==> config.mk <==
export PLATFORM = sky130hd
export DESIGN_NAME = pll_lock_sequencer
export DESIGN_NICKNAME = d
export VERILOG_FILES = /design/src/rtl/pll_lock_sequencer.sv
export SDC_FILE = /design/constraint.sdc
export NUM_CORES = 1
export LEC_CHECK = 0
export BUFFER_PORTS_ARGS = -buffer_cell sky130_fd_sc_hd__buf_2
export CAP_MARGIN = 10
export CORE_UTILIZATION = 55
export DETAILED_ROUTE_END_ITERATION = 8
export HOLD_SLACK_MARGIN = 0.03
export PLACE_DENSITY = 0.87
export SYNTH_ARGS = -nofsm -noshare
export SYNTH_HDL_FRONTEND = slang
export SYNTH_SLANG_ARGS = --single-unit
export TNS_END_PERCENT = 5
==> constraint.sdc <==
create_clock -name clki -period 2.3 [get_ports clki]
set_input_delay 0.115 -clock clki [delete_from_list [all_inputs] [get_ports clki]]
set_output_delay 0.115 -clock clki [all_outputs]
set_load 0.05 [all_outputs]
==> src/rtl/pll_lock_sequencer.sv <==
// rtl/pll_lock_sequencer.sv - ECP5 PLL reset/lock sequencer with timeout, stability window and bounded retries.
// Optional PLL standby support is compiled in with `define PLL_SEQ_STDBY_EN.
module pll_lock_sequencer #(
  parameter int RST_CYCLES    = 16,
  parameter int LOCK_TIMEOUT  = 4096,
  parameter int STABLE_CYCLES = 256,
  parameter int MAX_RETRIES   = 3
) (
  input  logic       clki,
  input  logic       rst_n,
  input  logic       pll_locked,
  input  logic       retrain_req,
`ifdef PLL_SEQ_STDBY_EN
  input  logic       stdby_req,
  output logic       pll_stdby,
`endif
  output logic       pll_rst,
  output logic       sys_rst_n,
  output logic       ready,
  output logic       fault,
  output logic [3:0] retry_cnt
);

  localparam int CNT_AB  = (RST_CYCLES > LOCK_TIMEOUT) ? RST_CYCLES : LOCK_TIMEOUT;
  localparam int CNT_MAX = (CNT_AB > STABLE_CYCLES) ? CNT_AB : STABLE_CYCLES;
  localparam int CW      = $clog2(CNT_MAX) + 1;

  localparam logic [CW-1:0] RST_LAST    = CW'(RST_CYCLES - 1);
  localparam logic [CW-1:0] TIMEOUT_LAST = CW'(LOCK_TIMEOUT - 1);
  localparam logic [CW-1:0] STABLE_LAST = CW'(STABLE_CYCLES - 1);
  localparam logic [3:0]    RETRY_LIMIT = 4'(MAX_RETRIES);

  typedef enum logic [2:0] {
    S_RESET,
    S_WAIT_LOCK,
    S_SETTLE,
    S_RUN,
`ifdef PLL_SEQ_STDBY_EN
    S_STANDBY,
`endif
    S_FAULT
  } state_t;

  state_t        state_q, state_d;
  logic [CW-1:0] cnt_q, cnt_d;
  logic [3:0]    retry_q, retry_d;
  logic          lock_meta_q, lock_s_q;
  logic          pll_rst_q, pll_rst_d;
  logic          sys_rst_n_q, sys_rst_n_d;
  logic          ready_q, ready_d;
  logic          fault_q, fault_d;
  logic          fail;
`ifdef PLL_SEQ_STDBY_EN
  logic          pll_stdby_q, pll_stdby_d;
`endif

  always_comb begin
    state_d = state_q;
    retry_d = retry_q;
    fail    = 1'b0;
    case (state_q)
      S_RESET: begin
        if (cnt_q == RST_LAST) state_d = S_WAIT_LOCK;
      end
      S_WAIT_LOCK: begin
        if (lock_s_q) state_d = S_SETTLE;
        else if (cnt_q == TIMEOUT_LAST) fail = 1'b1;
      end
      S_SETTLE: begin
        if (!lock_s_q) begin
          fail = 1'b1;
        end else if (cnt_q == STABLE_LAST) begin
          state_d = S_RUN;
          retry_d = 4'd0;
        end
      end
      S_RUN: begin
`ifdef PLL_SEQ_STDBY_EN
        if (stdby_req) state_d = S_STANDBY;
        else if (!lock_s_q) fail = 1'b1;
`else
        if (!lock_s_q) fail = 1'b1;
`endif
      end
`ifdef PLL_SEQ_STDBY_EN
      S_STANDBY: begin
        if (!stdby_req) state_d = S_WAIT_LOCK;
      end
`endif
      S_FAULT: ;
      default: state_d = S_RESET;
    endcase

    if (fail) begin
      if (retry_q == RETRY_LIMIT) begin
        state_d = S_FAULT;
      end else begin
        retry_d = retry_q + 4'd1;
        state_d = S_RESET;
      end
    end

    // A retrain overrides any same-cycle failure and is never counted as one.
    if (retrain_req) begin
      state_d = S_RESET;
      retry_d = 4'd0;
    end

    if (state_d != state_q || retrain_req) cnt_d = '0;
    else if (state_q == S_RESET || state_q == S_WAIT_LOCK || state_q == S_SETTLE)
      cnt_d = cnt_q + CW'(1);
    else cnt_d = cnt_q;

    // Outputs are decoded from the next state so they change on the transition edge.
    pll_rst_d   = (state_d == S_RESET) || (state_d == S_FAULT);
    sys_rst_n_d = (state_d == S_RUN);
    ready_d     = (state_d == S_RUN);
    fault_d     = (state_d == S_FAULT);
`ifdef PLL_SEQ_STDBY_EN
    pll_stdby_d = (state_d == S_STANDBY);
`endif
  end

  always_ff @(posedge clki or negedge rst_n) begin
    if (!rst_n) begin
      state_q     <= S_RESET;
      cnt_q       <= '0;
      retry_q     <= 4'd0;
      lock_meta_q <= 1'b0;
      lock_s_q    <= 1'b0;
      pll_rst_q   <= 1'b1;
      sys_rst_n_q <= 1'b0;
      ready_q     <= 1'b0;
      fault_q     <= 1'b0;
`ifdef PLL_SEQ_STDBY_EN
      pll_stdby_q <= 1'b0;
`endif
    end else begin
      state_q     <= state_d;
      cnt_q       <= cnt_d;
      retry_q     <= retry_d;
      lock_meta_q <= pll_locked;
      lock_s_q    <= lock_meta_q;
      pll_rst_q   <= pll_rst_d;
      sys_rst_n_q <= sys_rst_n_d;
      ready_q     <= ready_d;
      fault_q     <= fault_d;
`ifdef PLL_SEQ_STDBY_EN
      pll_stdby_q <= pll_stdby_d;
`endif
    end
  end

  assign pll_rst   = pll_rst_q;
  assign sys_rst_n = sys_rst_n_q;
  assign ready     = ready_q;
  assign fault     = fault_q;
  assign retry_cnt = retry_q;
`ifdef PLL_SEQ_STDBY_EN
  assign pll_stdby = pll_stdby_q;
`endif

endmodule

After elaboration in Yosys (flattened, before gate mapping)
Index checks and enable logic that the tools add are counted.
{ "classes": {"add_sub_neg": 2, "n_eq_ne": 11, "mux": 20, "reduce_logical": 9} }
{ "ops": {"columns": ["operator", "count"], "rows": [
  ["$mux 13", 2],
  ["$mux 4", 6],
  ["$mux 3", 7],
  ["$add 13x1->13 const B", 1],
  ["$eq 13x12->1 const B", 1],
  ["$eq 13x4->1 const B", 1],
  ["$eq 13x8->1 const B", 1],
  ["$pmux 3 s4", 1],
  ["$eq 3x2->1 const B", 3],
  ["$eq 3x3->1 const B", 2],
  ["$logic_not 3->1", 2],
  ["$add 4x1->4 const B", 1],
  ["$eq 4x2->1 const B", 1],
  ["$logic_or 1x1->1", 4],
  ["$reduce_or 2->1", 2],
  ["$eq 3x1->1 const B", 1],
  ["$mux 1", 3],
  ["$ne 3x3->1", 1],
  ["$pmux 1 s2", 1],
  ["$reduce_bool 2->1", 1]
]} }
{ "word_totals": {"reg_bits": 25, "input_bits": 4, "elab_cells": 50} }

Longest topological paths before layout
{ "depth": {"depth_word": 9, "mapped_depth": 7, "ltp_nobuf": 6} }

Worst setup path before layout
OpenSTA, ideal clock, no wires.
{ "synth_path": {"path_kind": "flip-flop to flip-flop", "from": "register cnt_q[0]", "to": "register retry_q[0], in the netlist retry_cnt[0]", "setup_time_ns": 0.083, "t_arrival_ns": 1.900, "required_ns": 2.217, "slack_ns": 0.317, "stages_incl_launch_ff": 7, "path_buffers": 0, "synth_period_minus_slack_ns": 1.983, "path_cell_list": "dfrtp_1 > ha_1 > nand4b_1 > or4_4 > a21oi_4 > or4b_1 > o21ai_0"} }
{ "synth_via": {"elab_chain_cells": 7, "elab_cells_between_ends": 11, "classes_between": "2 x eq/ne; 9 x mux"} }
{ "synth_rtl": {"columns": ["element", "line_no", "text"], "rows": [
  ["from (decl)", "45", "logic [CW-1:0] cnt_q, cnt_d;"],
  ["from (signal assigned)", "140", "cnt_q <= cnt_d;"],
  ["$eq 13x8->1", "72", "end else if (cnt_q == STABLE_LAST) begin"],
  ["$mux 4", "72", null],
  ["$mux 4", "70", "if (!lock_s_q) begin"],
  ["$mux 4", "61", "case (state_q)"],
  ["$mux 4", "95", "if (retry_q == RETRY_LIMIT) begin"],
  ["$mux 4 *", "94", "if (fail) begin"],
  ["$mux 4 *", "104", "if (retrain_req) begin"],
  ["named net retry_d[0]", "46", "logic [3:0] retry_q, retry_d;"],
  ["to (signal assigned)", "141", "retry_q <= retry_d;"],
  ["to (decl)", "46", null]
]} }
The timed path passes the listed nets; every way through them passes the cells marked *.
A chain may end at the register's enable or synchronous reset.

Final worst setup path
Ends and elaborated chain as after synthesis.

==> impl_metrics.ini <==
[status]
outcome = completed

[min_path]
min_path_type = primary input to flip-flop

[flow_run]
maxCapViolations = 0

[grt]
grtUsageMet2 = 0.3933
grt_use_met3 = 0.03636
overflow = 0
grt_start_max_net_pins = 26
top_usage_layer = met2
grt_pass1_wl_mm = 4.181
met1_usage = 0.2724
grt_usage = 0.2261
antenna_found_initial = 0
grt_pass1_vias = 980

[clock_tree]
cts_max_path_buffers = 2
cts_tree = yes
clock_latency_ns = 0.32
post_cts_buffers = 0
cts.clk_slew.worst_paths_ns = 0.13
cts_sinks = 25
root_buffer = clkbuf_4
ctsHoldBuffers = 2
cts_resized = 0
cts_buffers = 3
htreeDepth = 1

[timing]
final-setup-viol-count = 0
finalMaxSlewViolations = 0
finalClockSkew_ns = 0.001527
slew_headroom = 0.6461
setup_tns_ns = 0
holdWs_ns = 0.07709
final.setup.worst_slack_ns = 0.2498
period_share = 0.8914
fmax_mhz = 487.8
rsz0062_at_grt = no
hold_violations = 0
worstMarginPinSlew_ns = 0.5308
layout_min_cycle_time_ns = 2.050

[synth]
synth_top_family_by_area = simple AND/OR/NAND/NOR gates
syn_area_um2 = 1277
synth-compound-area-share = 0.06954
synth_fp_nets = 136
synth_seq_area_share = 0.4907
yosys_warnings = 0
synth-simple-area-share = 0.3036
synth_xor_area_frac = 0.08227
avgSynthCellArea_um2 = 9.827
muxShareOfSynthArea = 0.01567
synthAdderAreaFrac = 0.01959
synth_cell_types = 34
yosys_register_bits = 25
syn_inst = 130

[critical_path]
arrival_ns = 2.30
start_kind = flip-flop
cp_max_fo = 3
endpoint = retry_cnt[0]
required_ns = 2.55
startpoint = cnt_q[0]
crit_type = flip-flop to flip-flop
cp-end-kind = flip-flop
r2r_setup_slack_ns = 0.25
r2r_end = retry_cnt[0]
r2r_start = cnt_q[0]
rr_worst_depth = 6

[placed_design]
place_congestion = 0.7921
post-dp-hpwl_mm = 1.833
placed_cells = 167
place_ws_ns = 0.2906
dpl_cell_area_um2 = 1363
numPortBuffers = 11

[route]
vias = 987
drtIter0Drc = 9
remaining_drc_errors = 0
dr.pass1.iters = 5
ant_nets = 0
wirelength_mm = 2.488
via_per_inst = 5.705
wl_per_cell_um = 14.38

[pwr]
switching_share = 0.2269
irDropWorstVdd_mv = 0.4762
p_leak_nw = 0.6272
p_switching_uw = 154.7
power_density_nw_per_um2 = 483.9
internal_power_uw = 527.1
seqPwrFrac = 0.663
power.share.clock = 0.285
p_total_uw = 681.8
p_comb_frac = 0.051

[die]
io_pins = 12
die-area_um2 = 2520
start_util = 0.5831
core_um2 = 2191
num_rows = 17
die_w_um = 50.20
dieHeight_um = 50.20

[layout]
fin_nets = 152
n_fill_cell = 178
fin_cells = 173
most-common-layout-cells = 24 x dfrtp_1, 23 x nor2_1, 11 x buf_2, 9 x nand2_1, 8 x nor3_1
design_area_um2 = 1409
final_layout_size_suffix_gt1_frac = 0.1379
area_growth_pct = 10.28
fin_util = 0.6431
insertedDiodeCount = 0
final_common_cell = dfrtp_1
==> how the worst min path moves through the flow <==
stage	from	end	slack, ns	cells after the start
after global placement	rst_n	cnt_q[7]	0.12	1
final	retrain_req	retry_cnt[3]	0.08	2
after floorplan	rst_n	cnt_q[0]	-0.18	0
after CTS	retrain_req	retry_cnt[3]	0.07	2
after global routing	retrain_req	retry_cnt[3]	0.11	2
after detailed placement	rst_n	state_q[1]	0.12	1
==> synth_stat cells <==
| cell | n | area (um^2) |
|---|---|---|
| dfrtp_1 | 24 | 600.6 |
| nor2_1 | 23 | 86.33 |
| nand2_1 | 9 | 33.78 |
| nor3_1 | 8 | 40.04 |
| xor2_1 | 7 | 61.31 |
| nand3b_1 | 5 | 37.54 |
| xnor2_1 | 5 | 43.79 |
| nand2b_1 | 4 | 25.02 |
| nand3_1 | 4 | 20.02 |
| a21oi_1 | 3 | 15.01 |
| nand4_1 | 3 | 18.77 |
| a211oi_1 | 2 | 15.01 |
| a22oi_1 | 2 | 15.01 |
| a31oi_1 | 2 | 12.51 |
| and2_1 | 2 | 12.51 |
| and3_1 | 2 | 12.51 |
| clkbuf_1 | 2 | 7.510 |
| ha_1 | 2 | 25.02 |
| mux2i_1 | 2 | 20.02 |
| nand4b_1 | 2 | 17.52 |
| nor2b_1 | 2 | 12.51 |
| o21ai_0 | 2 | 10.01 |
| or4_1 | 2 | 15.01 |
| a21oi_4 | 1 | 16.27 |
| buf_2 | 1 | 5.000 |
| buf_4 | 1 | 7.510 |
| dfstp_2 | 1 | 26.28 |
| inv_1 | 1 | 3.750 |
| nand4_4 | 1 | 21.27 |
| nor3b_1 | 1 | 7.510 |
| nor4_1 | 1 | 6.260 |
| o21ai_1 | 1 | 5.000 |
| or4_4 | 1 | 11.26 |
| or4b_1 | 1 | 10.01 |
==> area by class of cell <==
cell class / count / area [um^2] / share of cell area
Clock buffer: 4 / 26.28 / 0.01865
Inverter: 1 / 3.754 / 0.002664
Multi-Input combinational cell: 100 / 626.9 / 0.4449
Sequential cell: 25 / 626.9 / 0.4449
Tap cell: 28 / 35.03 / 0.02487
Timing Repair Buffer: 15 / 90.09 / 0.06394
==> flip-flops by register name, summed over array words and instances, names as in the netlist <==
register and flops:
lock_s_q 1, fault 1, ready 1, lock_meta_q 1, cnt_q 13, state_q 3, pll_rst 1, retry_cnt 4
==> per-layer routing <==
metal,routed length (um),vias to the layer above
met4,38,0
met2,1278,18
met3,80,5
met5,0,-
met1,1091,480
li1,-,484
==> worst max-delay path: stages (launching register included) <==
cell and delay, ns:
dfrtp_1 0.41, ha_1 0.20, nand4b_1 0.15, or4_4 0.52, a21oi_4 0.17, or4b_1 0.43
o21ai_0 0.09
==> cells by family after synthesis <==
kind of cell,after synthesis
DFF,25
adders and majority gates,2
and+or+nand+nor,71
AOI/OAI and AO/OA,13
buffers and inverters,5
xor gates and xnor gates,12
muxes,2
==> power by group through the flow <==
| stage | registers, mW | clock network [mW] | logic (mW) |
|---|---|---|---|
| 2_1_floorplan | 0.459 | 0 | 0.0177 |
| 3_3_place_gp | 0.460 | 0 | 0.0316 |
| 3_5_place_dp | 0.461 | 0 | 0.0336 |
| 4_1_cts | 0.452 | 0.196 | 0.0364 |
| 5_1_grt | 0.453 | 0.209 | 0.0417 |
| 6_report | 0.452 | 0.194 | 0.0351 |
(Power assumes the default switching activity.)
